==> src/rtl/uart_ng_pkg.sv <==
// Shared types for the uart_fifo_ng UART: parity modes, frame FSM states and
// the RX FIFO entry layout.
package uart_ng_pkg;

  localparam int MAX_DATA_BITS = 8;

  typedef enum logic [1:0] {PAR_NONE, PAR_EVEN, PAR_ODD} parity_e;

  typedef enum logic [2:0] {IDLE, START, DATA, PARITY, STOP} uart_state_e;

  typedef struct packed {
    logic                     frame_err;
    logic                     parity_err;
    logic [MAX_DATA_BITS-1:0] data;
  } rx_entry_t;

  // Mode 3 is an alias of "none".
  function automatic parity_e decode_parity(input logic [1:0] mode);
    case (mode)
      2'd1:    return PAR_EVEN;
      2'd2:    return PAR_ODD;
      default: return PAR_NONE;
    endcase
  endfunction

endpackage

==> src/rtl/uart_ng_fifo.sv <==
// Synchronous FIFO used for both the TX and RX queues. A push into a full FIFO
// is accepted only when a pop frees the head slot in the same cycle.
module uart_ng_fifo #(
  parameter int WIDTH = 8,
  parameter int DEPTH = 16
) (
  input  logic                     clk,
  input  logic                     rst,
  input  logic                     push,
  input  logic [WIDTH-1:0]         wdata,
  input  logic                     pop,
  output logic [WIDTH-1:0]         rdata,
  output logic                     full,
  output logic                     empty,
  output logic [$clog2(DEPTH):0]   level
);

  localparam int AW = $clog2(DEPTH);

  logic [WIDTH-1:0] mem_q [DEPTH];
  logic [AW:0]      wr_ptr_q, wr_ptr_d;
  logic [AW:0]      rd_ptr_q, rd_ptr_d;
  logic             push_ok, pop_ok;

  // Top bit of each pointer is the wrap bit; the low AW bits index storage.
  assign empty   = (wr_ptr_q == rd_ptr_q);
  assign full    = (wr_ptr_q[AW] != rd_ptr_q[AW]) && (wr_ptr_q[AW-1:0] == rd_ptr_q[AW-1:0]);
  assign level   = wr_ptr_q - rd_ptr_q;
  assign rdata   = mem_q[rd_ptr_q[AW-1:0]];
  assign pop_ok  = pop && !empty;
  assign push_ok = push && (!full || pop_ok);

  always_comb begin
    wr_ptr_d = wr_ptr_q;
    rd_ptr_d = rd_ptr_q;
    if (push_ok) wr_ptr_d = wr_ptr_q + (AW+1)'(1);
    if (pop_ok)  rd_ptr_d = rd_ptr_q + (AW+1)'(1);
  end

  always_ff @(posedge clk or posedge rst) begin
    if (rst) begin
      wr_ptr_q <= '0;
      rd_ptr_q <= '0;
    end else begin
      wr_ptr_q <= wr_ptr_d;
      rd_ptr_q <= rd_ptr_d;
    end
  end

  always_ff @(posedge clk) begin
    if (push_ok) mem_q[wr_ptr_q[AW-1:0]] <= wdata;
  end

endmodule

==> src/rtl/uart_fifo_ng.sv <==
// Parametrised UART with runtime parity/stop selection, TX and RX FIFOs with
// valid/ready handshakes, per-character error flags and a sticky overrun flag.
module uart_fifo_ng
  import uart_ng_pkg::*;
#(
  parameter int DATA_BITS  = 8,
  parameter int FIFO_DEPTH = 16,
  parameter int OVERSAMPLE = 16,
  parameter int DIV_W      = 16
) (
  input  logic                         clk,
  input  logic                         rst,
  input  logic [DIV_W-1:0]             baud,
  input  logic [1:0]                   parity_mode,
  input  logic                         two_stop,
  input  logic                         clr_err,
  input  logic                         rx,
  output logic                         tx,
  input  logic                         tx_valid,
  output logic                         tx_ready,
  input  logic [DATA_BITS-1:0]         tx_data,
  output logic                         rx_valid,
  input  logic                         rx_ready,
  output logic [DATA_BITS-1:0]         rx_data,
  output logic                         rx_parity_err,
  output logic                         rx_frame_err,
  output logic                         rx_overrun,
  output logic [$clog2(FIFO_DEPTH):0]  tx_level,
  output logic [$clog2(FIFO_DEPTH):0]  rx_level,
  output logic                         busy
);

  localparam int OS_W  = $clog2(OVERSAMPLE);
  localparam int BIT_W = $clog2(DATA_BITS);
  localparam logic [OS_W-1:0]  OS_LAST  = OS_W'(OVERSAMPLE - 1);
  localparam logic [OS_W-1:0]  OS_HALF  = OS_W'(OVERSAMPLE / 2 - 1);
  localparam logic [BIT_W-1:0] BIT_LAST = BIT_W'(DATA_BITS - 1);

  logic [DIV_W-1:0] baud_cnt_q, baud_cnt_d, baud_last;
  logic             tick;

  uart_state_e          tx_state_q, tx_state_d;
  logic [OS_W-1:0]      tx_tick_q, tx_tick_d;
  logic [BIT_W-1:0]     tx_bit_q, tx_bit_d;
  logic [DATA_BITS-1:0] tx_shift_q, tx_shift_d;
  parity_e              tx_parity_q, tx_parity_d;
  logic                 tx_two_q, tx_two_d, tx_pbit_q, tx_pbit_d, tx_q, tx_d;
  logic                 tx_push, tx_pop, tx_full, tx_empty, tx_start, tx_end;
  logic [DATA_BITS-1:0] tx_head;
  parity_e              cfg_parity;

  logic                 rx_meta_q, rx_meta_d, rx_sync_q, rx_sync_d, rx_prev_q, rx_prev_d;
  uart_state_e          rx_state_q, rx_state_d;
  logic [OS_W-1:0]      rx_tick_q, rx_tick_d;
  logic [BIT_W-1:0]     rx_bit_q, rx_bit_d;
  logic [DATA_BITS-1:0] rx_shift_q, rx_shift_d;
  parity_e              rx_parity_q, rx_parity_d;
  logic                 rx_perr_q, rx_perr_d, rx_overrun_q, rx_overrun_d;
  logic                 rx_push, rx_pop, rx_full, rx_empty;
  rx_entry_t            rx_wr_entry, rx_head;

  // A divisor of 0 behaves like 1, so the tick fires every cycle.
  always_comb begin
    baud_last  = (baud == '0) ? '0 : baud - DIV_W'(1);
    tick       = (baud_cnt_q >= baud_last);
    baud_cnt_d = tick ? '0 : baud_cnt_q + DIV_W'(1);
  end

  assign tx_ready   = !tx_full;
  assign tx_push    = tx_valid && tx_ready;
  assign cfg_parity = decode_parity(parity_mode);

  uart_ng_fifo #(.WIDTH(DATA_BITS), .DEPTH(FIFO_DEPTH)) u_tx_fifo (
    .clk(clk), .rst(rst), .push(tx_push), .wdata(tx_data), .pop(tx_pop),
    .rdata(tx_head), .full(tx_full), .empty(tx_empty), .level(tx_level)
  );

  always_comb begin
    tx_state_d  = tx_state_q;
    tx_tick_d   = tx_tick_q;
    tx_bit_d    = tx_bit_q;
    tx_shift_d  = tx_shift_q;
    tx_parity_d = tx_parity_q;
    tx_two_d    = tx_two_q;
    tx_pbit_d   = tx_pbit_q;
    tx_d        = tx_q;
    tx_pop      = 1'b0;
    tx_start    = 1'b0;
    tx_end      = tick && (tx_tick_q == OS_LAST);
    if (tick && tx_state_q != IDLE) tx_tick_d = (tx_tick_q == OS_LAST) ? '0 : tx_tick_q + OS_W'(1);
    case (tx_state_q)
      IDLE:  tx_start = tick && !tx_empty;
      START: if (tx_end) begin
        tx_state_d = DATA;
        tx_bit_d   = '0;
        tx_d       = tx_shift_q[0];
        tx_shift_d = tx_shift_q >> 1;
      end
      DATA: if (tx_end) begin
        if (tx_bit_q == BIT_LAST) begin
          tx_bit_d = '0;
          if (tx_parity_q != PAR_NONE) begin
            tx_state_d = PARITY;
            tx_d       = tx_pbit_q;
          end else begin
            tx_state_d = STOP;
            tx_d       = 1'b1;
          end
        end else begin
          tx_bit_d   = tx_bit_q + BIT_W'(1);
          tx_d       = tx_shift_q[0];
          tx_shift_d = tx_shift_q >> 1;
        end
      end
      PARITY: if (tx_end) begin
        tx_state_d = STOP;
        tx_bit_d   = '0;
        tx_d       = 1'b1;
      end
      STOP: if (tx_end) begin
        if (tx_two_q && tx_bit_q == '0) tx_bit_d = BIT_W'(1);
        else if (!tx_empty)             tx_start = 1'b1;
        else                            tx_state_d = IDLE;
      end
      default: tx_state_d = IDLE;
    endcase
    // Frame start latches the character and the line configuration for the whole frame.
    if (tx_start) begin
      tx_pop      = 1'b1;
      tx_state_d  = START;
      tx_tick_d   = '0;
      tx_d        = 1'b0;
      tx_shift_d  = tx_head;
      tx_parity_d = cfg_parity;
      tx_two_d    = two_stop;
      tx_pbit_d   = (^tx_head) ^ (cfg_parity == PAR_ODD);
    end
  end

  assign rx_meta_d = rx;
  assign rx_sync_d = rx_meta_q;
  assign rx_prev_d = rx_sync_q;

  // After a zero stop sample, prev/sync stay low, so a new start needs the line to rise first.
  always_comb begin
    rx_state_d  = rx_state_q;
    rx_tick_d   = rx_tick_q;
    rx_bit_d    = rx_bit_q;
    rx_shift_d  = rx_shift_q;
    rx_parity_d = rx_parity_q;
    rx_perr_d   = rx_perr_q;
    rx_push     = 1'b0;
    rx_wr_entry.data       = MAX_DATA_BITS'(rx_shift_q);
    rx_wr_entry.parity_err = rx_perr_q;
    rx_wr_entry.frame_err  = !rx_sync_q;
    if (tick && rx_state_q != IDLE) rx_tick_d = (rx_tick_q == OS_LAST) ? '0 : rx_tick_q + OS_W'(1);
    case (rx_state_q)
      IDLE: if (rx_prev_q && !rx_sync_q) begin
        rx_state_d  = START;
        rx_tick_d   = '0;
        rx_parity_d = cfg_parity;
        rx_perr_d   = 1'b0;
      end
      START: if (tick && rx_tick_q == OS_HALF) begin
        rx_tick_d = '0;
        rx_bit_d  = '0;
        if (rx_sync_q) rx_state_d = IDLE;
        else           rx_state_d = DATA;
      end
      DATA: if (tick && rx_tick_q == OS_LAST) begin
        rx_shift_d = {rx_sync_q, rx_shift_q[DATA_BITS-1:1]};
        rx_bit_d   = rx_bit_q + BIT_W'(1);
        if (rx_bit_q == BIT_LAST) begin
          if (rx_parity_q == PAR_NONE) rx_state_d = STOP;
          else                         rx_state_d = PARITY;
        end
      end
      PARITY: if (tick && rx_tick_q == OS_LAST) begin
        rx_perr_d  = rx_sync_q ^ (^rx_shift_q) ^ (rx_parity_q == PAR_ODD);
        rx_state_d = STOP;
      end
      STOP: if (tick && rx_tick_q == OS_LAST) begin
        rx_push    = 1'b1;
        rx_state_d = IDLE;
      end
      default: rx_state_d = IDLE;
    endcase
  end

  assign rx_pop = rx_valid && rx_ready;

  uart_ng_fifo #(.WIDTH($bits(rx_entry_t)), .DEPTH(FIFO_DEPTH)) u_rx_fifo (
    .clk(clk), .rst(rst), .push(rx_push), .wdata(rx_wr_entry), .pop(rx_pop),
    .rdata(rx_head), .full(rx_full), .empty(rx_empty), .level(rx_level)
  );

  // A dropped character outranks a same-cycle clear.
  always_comb begin
    rx_overrun_d = rx_overrun_q;
    if (clr_err) rx_overrun_d = 1'b0;
    if (rx_push && rx_full && !rx_pop) rx_overrun_d = 1'b1;
  end

  always_ff @(posedge clk or posedge rst) begin
    if (rst) begin
      baud_cnt_q   <= '0;
      tx_state_q   <= IDLE;
      tx_tick_q    <= '0;
      tx_bit_q     <= '0;
      tx_shift_q   <= '0;
      tx_parity_q  <= PAR_NONE;
      tx_two_q     <= 1'b0;
      tx_pbit_q    <= 1'b0;
      tx_q         <= 1'b1;
      rx_meta_q    <= 1'b1;
      rx_sync_q    <= 1'b1;
      rx_prev_q    <= 1'b1;
      rx_state_q   <= IDLE;
      rx_tick_q    <= '0;
      rx_bit_q     <= '0;
      rx_shift_q   <= '0;
      rx_parity_q  <= PAR_NONE;
      rx_perr_q    <= 1'b0;
      rx_overrun_q <= 1'b0;
    end else begin
      baud_cnt_q   <= baud_cnt_d;
      tx_state_q   <= tx_state_d;
      tx_tick_q    <= tx_tick_d;
      tx_bit_q     <= tx_bit_d;
      tx_shift_q   <= tx_shift_d;
      tx_parity_q  <= tx_parity_d;
      tx_two_q     <= tx_two_d;
      tx_pbit_q    <= tx_pbit_d;
      tx_q         <= tx_d;
      rx_meta_q    <= rx_meta_d;
      rx_sync_q    <= rx_sync_d;
      rx_prev_q    <= rx_prev_d;
      rx_state_q   <= rx_state_d;
      rx_tick_q    <= rx_tick_d;
      rx_bit_q     <= rx_bit_d;
      rx_shift_q   <= rx_shift_d;
      rx_parity_q  <= rx_parity_d;
      rx_perr_q    <= rx_perr_d;
      rx_overrun_q <= rx_overrun_d;
    end
  end

  assign tx            = tx_q;
  assign rx_valid      = !rx_empty;
  assign rx_data       = rx_head.data[DATA_BITS-1:0];
  assign rx_parity_err = rx_head.parity_err;
  assign rx_frame_err  = rx_head.frame_err;
  assign rx_overrun    = rx_overrun_q;
  assign busy          = (tx_state_q != IDLE) || !tx_empty;

endmodule
==> config.mk <==
export PLATFORM = sky130hd
export DESIGN_NAME = uart_fifo_ng
export DESIGN_NICKNAME = d
export VERILOG_FILES = /design/src/rtl/uart_ng_pkg.sv /design/src/rtl/uart_ng_fifo.sv /design/src/rtl/uart_fifo_ng.sv
export SDC_FILE = /design/constraint.sdc
export NUM_CORES = 1
export LEC_CHECK = 0
export BUFFER_PORTS_ARGS = -buffer_cell sky130_fd_sc_hd__buf_2
export CAP_MARGIN = 15
export CORE_UTILIZATION = 50
export DETAILED_ROUTE_END_ITERATION = 10
export PLACE_DENSITY = 0.71
export SETUP_SLACK_MARGIN = 0.15
export SKIP_LAST_GASP = 1
export SLEW_MARGIN = 20
export SYNTH_ARGS = -nofsm -noshare
export SYNTH_HDL_FRONTEND = slang
export SYNTH_HIERARCHICAL = 1
export SYNTH_SLANG_ARGS = --single-unit
==> constraint.sdc <==
create_clock -name clk -period 5.6 [get_ports clk]
set_input_delay 1.4 -clock clk [delete_from_list [all_inputs] [get_ports clk]]
set_output_delay 1.4 -clock clk [all_outputs]
set_load 0.1 [all_outputs]
# --- Word level (Yosys, flattened, before mapping) ---
# Memory sizes are Yosys's and may differ from the RTL's.
# Cells that the tools add are included.
op_classes:
  addsub: 12
  n_bitwise: 3
  order_cmp: 1
  n_mux: 67
  eq_ne: 42
  reduce_logical: 54
op_table:
  columns: ["cell", "n"]
  rows:
  - ["$mux W3", 23]
  - ["$mux W16", 2]
  - ["$mux W8", 4]
  - ["$pmux W3 S5", 2]
  - ["$mux W4", 7]
  - ["$ne A3 B3 Y1 const B", 8]
  - ["$add A5 B1 Y5 const B", 4]
  - ["$mux W1", 20]
  - ["$ne A2 B2 Y1 const B", 10]
  - ["$logic_and A1 B1 Y1", 18]
  - ["$add A16 B1 Y16 const B", 1]
  - ["$ge A16 B16 Y1", 1]
  - ["$logic_not A16 Y1", 1]
  - ["$pmux W8 S2", 1]
  - ["$reduce_xor A8 Y1", 2]
  - ["$sub A16 B1 Y16 const B", 1]
  - ["$eq A3 B2 Y1 const B", 4]
  - ["$eq A3 B3 Y1 const B", 4]
  - ["$reduce_bool A3 Y1", 4]
  - ["$eq A5 B5 Y1", 2]
  - ["$reduce_bool A2 Y1", 5]
  - ["$sub A5 B5 Y5", 2]
  - ["$logic_not A3 Y1", 3]
  - ["$pmux W3 S3", 1]
  - ["other kinds (28)", 49]
totals:
  word_cells: 204
  memories: 2
  ramBits: 288
  inputBits: 33
  register_bits: 84
  out_inout_bits: 25
memory_table:
  columns: ["memory", "words", "word_bits", "rd", "rd_clocked_by_memory_dff", "write_ports", "line", "source"]
  rows:
  - ["u_rx_fifo.mem_q", 16, 10, 1, 0, 1, "uart_ng_fifo.sv:20", "logic [WIDTH-1:0] mem_q [DEPTH];"]
  - ["u_tx_fifo.mem_q", 16, 8, 1, 0, 1, "uart_ng_fifo.sv:20", null]

# --- Longest topological paths before layout ---
depth:
  ltp_word: 12
  ltp_mapped: 20
  depth_no_buf: 18

# --- Cells and area by module ---
# The synthesis kept the hierarchy.
by_module_without_submodules:
  columns: ["mod", "n_inst", "area_per_inst_um2", "seq_area_each_um2", "cells_each"]
  rows:
  - ["uart_ng_fifo at u_rx_fifo", 1, 6906.6, 5054.8, 353]
  - ["uart_ng_fifo at u_tx_fifo", 1, 5695.5, 4093.9, 299]
  - ["uart_fifo_ng", 1, 4274.1, 1606.5, 444]

# --- Worst setup path before layout ---
# No wires, ideal clock.
synth_timing:
  path_type: "input to register"
  startpoint: "in baud[6]"
  endpoint: "mem u_rx_fifo/mem_q[3][0] in the netlist's numbering (enable)"
  n_path_buf: 2
  setup_time_ps: 390
  arrival_ps: 5458
  path_slack_ps: -248
  required_ps: 5210
  path_stages: 18
  cell_sequence: "or4_4 or3_4 nand2b_4 or3_1 nor3_1 a21oi_1 ha_1 nand4_1 nor3_2 nor4b_4 or3_1 buf_2 nand2_1 nor2_1 o31a_1 buf_4 nand2_1 nor3_1"
synth_between:
  elab_chain_cells: 9
  elab_cells_between_ends: 10
  cone_classes: "add/sub (1); order compare (1); mux (5); reduce/logical (3)"
synth_rtl:
  columns: ["element", "line", "source"]
  rows:
  - ["from (decl)", "uart_fifo_ng.sv:13", "input logic [DIV_W-1:0] baud,"]
  - ["$sub A16 B1 Y16 / $logic_not A16 Y1 (equally long branches)", "uart_fifo_ng.sv:64", "baud_last = (baud == '0) ? '0 : baud - DIV_W'(1);"]
  - ["$mux W16 (*)", "uart_fifo_ng.sv:64", null]
  - ["$ge A16 B16 Y1 (*)", "uart_fifo_ng.sv:65", "tick = (baud_cnt_q >= baud_last);"]
  - ["$logic_and A1 B1 Y1 (*)", "uart_fifo_ng.sv:182", "STOP: if (tick && rx_tick_q == OS_LAST) begin"]
  - ["$mux W1 (*)", "uart_fifo_ng.sv:182", null]
  - ["$mux W1 (*)", "uart_fifo_ng.sv:157", "case (rx_state_q)"]
  - ["via rx_push", "uart_fifo_ng.sv:59", "logic rx_push, rx_pop, rx_full, rx_empty;"]
  - ["$logic_and A1 B1 Y1 (*)", "uart_ng_fifo.sv:31", "assign push_ok = push && (!full || pop_ok);"]
  - ["$mux W1 (*)", "uart_ng_fifo.sv:51", "if (push_ok) mem_q[wr_ptr_q[AW-1:0]] <= wdata;"]
  - ["$mux W1 (not written as such) (*)", "uart_ng_fifo.sv:51", null]
  - ["to (decl)", "uart_ng_fifo.sv:20", null]
# Mark *: on every way through the listed nets, which the timed path passes. The rest lies on a longest branch.

# --- Worst setup path after layout ---
layout_timing:
  startpoint: "in baud[6]"
  endpoint: "mem u_tx_fifo.mem_q[4][1], in the netlist u_tx_fifo/mem_q[2][1] (enable)"
layout_between:
  elab_chain_cells: 12
  elab_cells_between_ends: 14
  cone_classes: "add/sub (1); order compare (1); mux (6); reduce/logical (6)"
layout_rtl:
  columns: ["element", "line", "source"]
  rows:
  - ["$sub A16 B1 Y16 / $logic_not A16 Y1 (equally long branches)", "uart_fifo_ng.sv:64", null]
  - ["$mux W16 (*)", "uart_fifo_ng.sv:64", null]
  - ["$ge A16 B16 Y1 (*)", "uart_fifo_ng.sv:65", null]
  - ["$logic_and A1 B1 Y1", "uart_fifo_ng.sv:89", "tx_end = tick && (tx_tick_q == OS_LAST);"]
  - ["$mux W1", "uart_fifo_ng.sv:120", "STOP: if (tx_end) begin"]
  - ["$pmux W1 S2 (*)", "uart_fifo_ng.sv:91", "case (tx_state_q)"]
  - ["$mux W1 (*)", "uart_fifo_ng.sv:128", "if (tx_start) begin"]
  - ["via tx_pop", "uart_fifo_ng.sv:48", "logic tx_push, tx_pop, tx_full, tx_empty, tx_start, tx_end;"]
  - ["$logic_and A1 B1 Y1 (*)", "uart_ng_fifo.sv:30", "assign pop_ok = pop && !empty;"]
  - ["$logic_or A1 B1 Y1 (*)", "uart_ng_fifo.sv:31", null]
  - ["$logic_and A1 B1 Y1 (*)", "uart_ng_fifo.sv:31", null]
  - ["$mux W1 (*)", "uart_ng_fifo.sv:51", null]
  - ["$mux W1 (not written as such) (*)", "uart_ng_fifo.sv:51", null]
  - ["to (decl)", "uart_ng_fifo.sv:20", null]
# Marks and branches as above.

==> impl_results.md <==
- Status: finished clean
- Largest net degree at the start of global routing: 43
- Syn nets: 1,175
- Most used cell along the critical path: buf_4
- Placed insts: 1,612
- Slowest cell on crit path: or4_4
- H-Tree Depth: 2
- Fin cells: 1,683
- Placement Setup Slack: -151 ps
- Core Util, Final: 0.590
- Vias post-DR: 9,867
- CTS max path bufs: 3
- CP cell instances: buf_2, or4_4, or3_4, nand2b_4, or3_1, nor3_1, a21oi_1, ha_1, nand4_1, nor3_2, nor4b_4, buf_4, nor3_2, nor2_2, o31a_1, nand2_1, buf_4, nor3_4, buf_4
- First-pass GRT wire length: 55,400 µm
- I/O Buffers: 57
- Die footprint: 34,500 µm²
- Routed WL per cell: 21.3 µm
- CP top delay family: simple AND/OR/NAND/NOR gates
- Critical path buffers and inverters: 4
- Worst Setup End Kind: register
- Critical Path RT: 5840 ps
- CTS tree: done
- Final period utilization: 0.920
- Max Fanout on Critical Path: 8
- Commonest non-fill, non-tap cells in the layout: edfxtp_1 (288), dfrtp_1 (77), mux2i_1 (61), buf_2 (57), buf_4 (54)
- DRT iter0 DRCs: 766
- Critical path class: in2reg
- Final Hold Fails: 0
- All-Layer GR Usage: 0.214
- GR peak layer: met2
- Met3 usage: 0.0354
- Critical Path Source Type: input port
- Number of synthesized flops with an enable pin: 288
- Worst EP arrival: 5390 ps
- Synth Flop Type: edfxtp_1
- Met2 usage: 0.350
- Overall Power: 8400 µW
- Routed WL: 35,900 µm
- Met1 Track Usage GR: 0.295
- Clock Latency Late Sink: 550 ps
- Layout cell share with drive strength beyond 1: 0.219
- Slew margin rel.: 0.398
- Post-synthesis async set-or-reset flop share: 0.226
- CTS sink count: 372
- Initial Utilization: 0.513
- PD cells: 433 nW/µm²
- Rows: 66
- Commonest non-fill, non-tap cell in the layout: edfxtp_1
- # DRC: 0
- Core Footprint: 32,900 µm²
- Cts bufs inserted: 39
- PnR worst setup slack: 448 ps
- Initial antenna violation count: 0
- Die Span Y: 186 µm
- Ant diodes: 0
- Measured slew at the worst slew-check pin: 903 ps
- I/O pins: 58
- Initial DRT Pass Iterations: 5
- Synth Register Bits: 372
- RePlAce Congestion: 0.842
- Chip width: 186 µm
- Synth Instances: 1,096
- Sequential share of the synthesized area: 0.637
- Dpl cell area: 18,200 µm²
- Fin. max-slew vios: 0
- Fin area: 19,400 µm²
- Post-CTS Repair Setup Buffers: 0
- Grt ovf: 0
- Fin Clk Skew: 46.5 ps
- Synth Cell Area: 16,900 µm²
- Leakage: 0.00731 µW
- Max-cap violations: 0
- Vias in the first global route: 9,797
- # setup viols final: 0
- RSZ-0062 raised after global routing: no
- Synth cell types: 81
- DPL Wire Length: 24,300 µm
- Minimum clock period: 5150 ps
- Post-DRT Antenna Nets: 0
- Yosys warnings: 6
- Via-to-Cell Ratio: 5.86
- Layout overhead on the synthesized area: 14.8%
- Max incr delay on CP: 520 ps
- Nets: 1,290
- Max rail drop VDD: 424 µV
- Fmax achieved: 194 MHz
- Type of the tightest min-delay check: reg2reg
- Clock root cell: clkbuf_16
- Synthesized area per cell: 15.4 µm²
- Reg clk slew, reported paths: 60 ps
==> metal layers <==
metal  vias to the layer above  wire [µm]  share of wire
met1                      4963      15500           0.43
met3                        66       2440          0.068
met4                         0        828          0.023
met2                       375      17100           0.48
li1                       4463          -              -
met5                         -          0              0
==> per-stage QoR <==
step                      setup TNS, ps  hold slack, ps
after floorplan                       0             345
after global placement                0             347
after detailed placement         -10580             347
after CTS                             0             355
after global routing                  0             359
final                                 0             354
==> registers in the layout (all words and copies together), names as in the netlist, 4 cells and up <==
name / count
u_tx_fifo/wr_ptr_q: 5
tx_tick_q: 4
baud_cnt_q: 16
u_rx_fifo/rd_ptr_q: 5
rx_tick_q: 4
u_tx_fifo/rd_ptr_q: 5
rx_shift_q: 8
u_tx_fifo/mem_q: 128
tx_shift_q: 8
u_rx_fifo/mem_q: 160
u_rx_fifo/wr_ptr_q: 5
==> kinds of logic after synthesis <==
family | synth area share
AND/OR/NAND/NOR | 0.0755
AO/OA/AOI/OAI | 0.0655
multiplexers | 0.126
flip-flops | 0.637
buffers and inverters | 0.0266
adder cells (fa/ha/maj) | 0.0350
XOR/XNOR | 0.0343
==> report_power, final <==
group	switching (µW)	internal (µW)
sequential	309	3200
combinational	1690	788
clock	1020	1400
==> worst reg2reg max path, cell delays in order (launching register included) <==
cell and delay, ps:
dfrtp_1 660, inv_2 250, ha_1 390, and4_1 250, and2_1 230, or3_1 350
or2_1 460, nor2_2 290, o31a_1 270, nand2_1 160, buf_4 180, nor3_4 90
buf_4 190
==> repair_timing <==
item	in CTS	in global routing
endpoints found under the setup margin	0	8
resized for setup	0	1
hold buffers	0	0
==> final timing paths <==
kind	start	endpoint	slack [ps]	cells after the start
hold reg to reg	rx_meta_q$_DFF_PP1_	rx_prev_d$_DFF_PP1_	350	0
setup reg to reg	u_tx_fifo/rd_ptr_q[3]$_DFFE_PP0P_	u_tx_fifo/mem_q[2][1]$_DFFE_PP_	1540	12
min in group asynchronous	rst	u_rx_fifo/wr_ptr_q[3]$_DFFE_PP0P_	890	2
setup / recovery	baud[6]	u_tx_fifo/mem_q[2][1]$_DFFE_PP_	450	19
hold / removal	rx_meta_q$_DFF_PP1_	rx_prev_d$_DFF_PP1_	350	0
max in group asynchronous	rst	rx_prev_d$_DFF_PP1_	3570	3
==> cell type report <==
cell class	instances	area [µm²]
clock buffers	62	1130
clock inverters	9	81.3
fillers	2548	13500
inverters	37	139
multi-input cells	638	5780
flip-flops and latches	372	10800
well taps	442	553
repair buffers	123	931
==> synthesized netlist by cell type, types with 9 or more instances <==
library cell	n	area (µm²)
edfxtp_1	288	8650
xnor2_1	43	377
a32oi_1	18	158
nand4_1	13	81.3
nand2b_1	12	75.1
mux4_1	29	762
clkbuf_1	21	78.8
a21oi_1	19	95.1
nand3_1	18	90.1
o21ai_0	19	95.1
a22oi_1	20	150
ha_1	44	551
dfrtp_1	80	2000
xor2_1	23	201
nor3_1	18	90.1
nor2_1	68	255
mux4_2	25	563
nor2b_1	9	56.3
buf_2	10	50.1
mux2i_1	61	611
inv_1	36	135
nand2_1	53	199
o21ai_1	24	120
(Power assumes the default switching activity.)
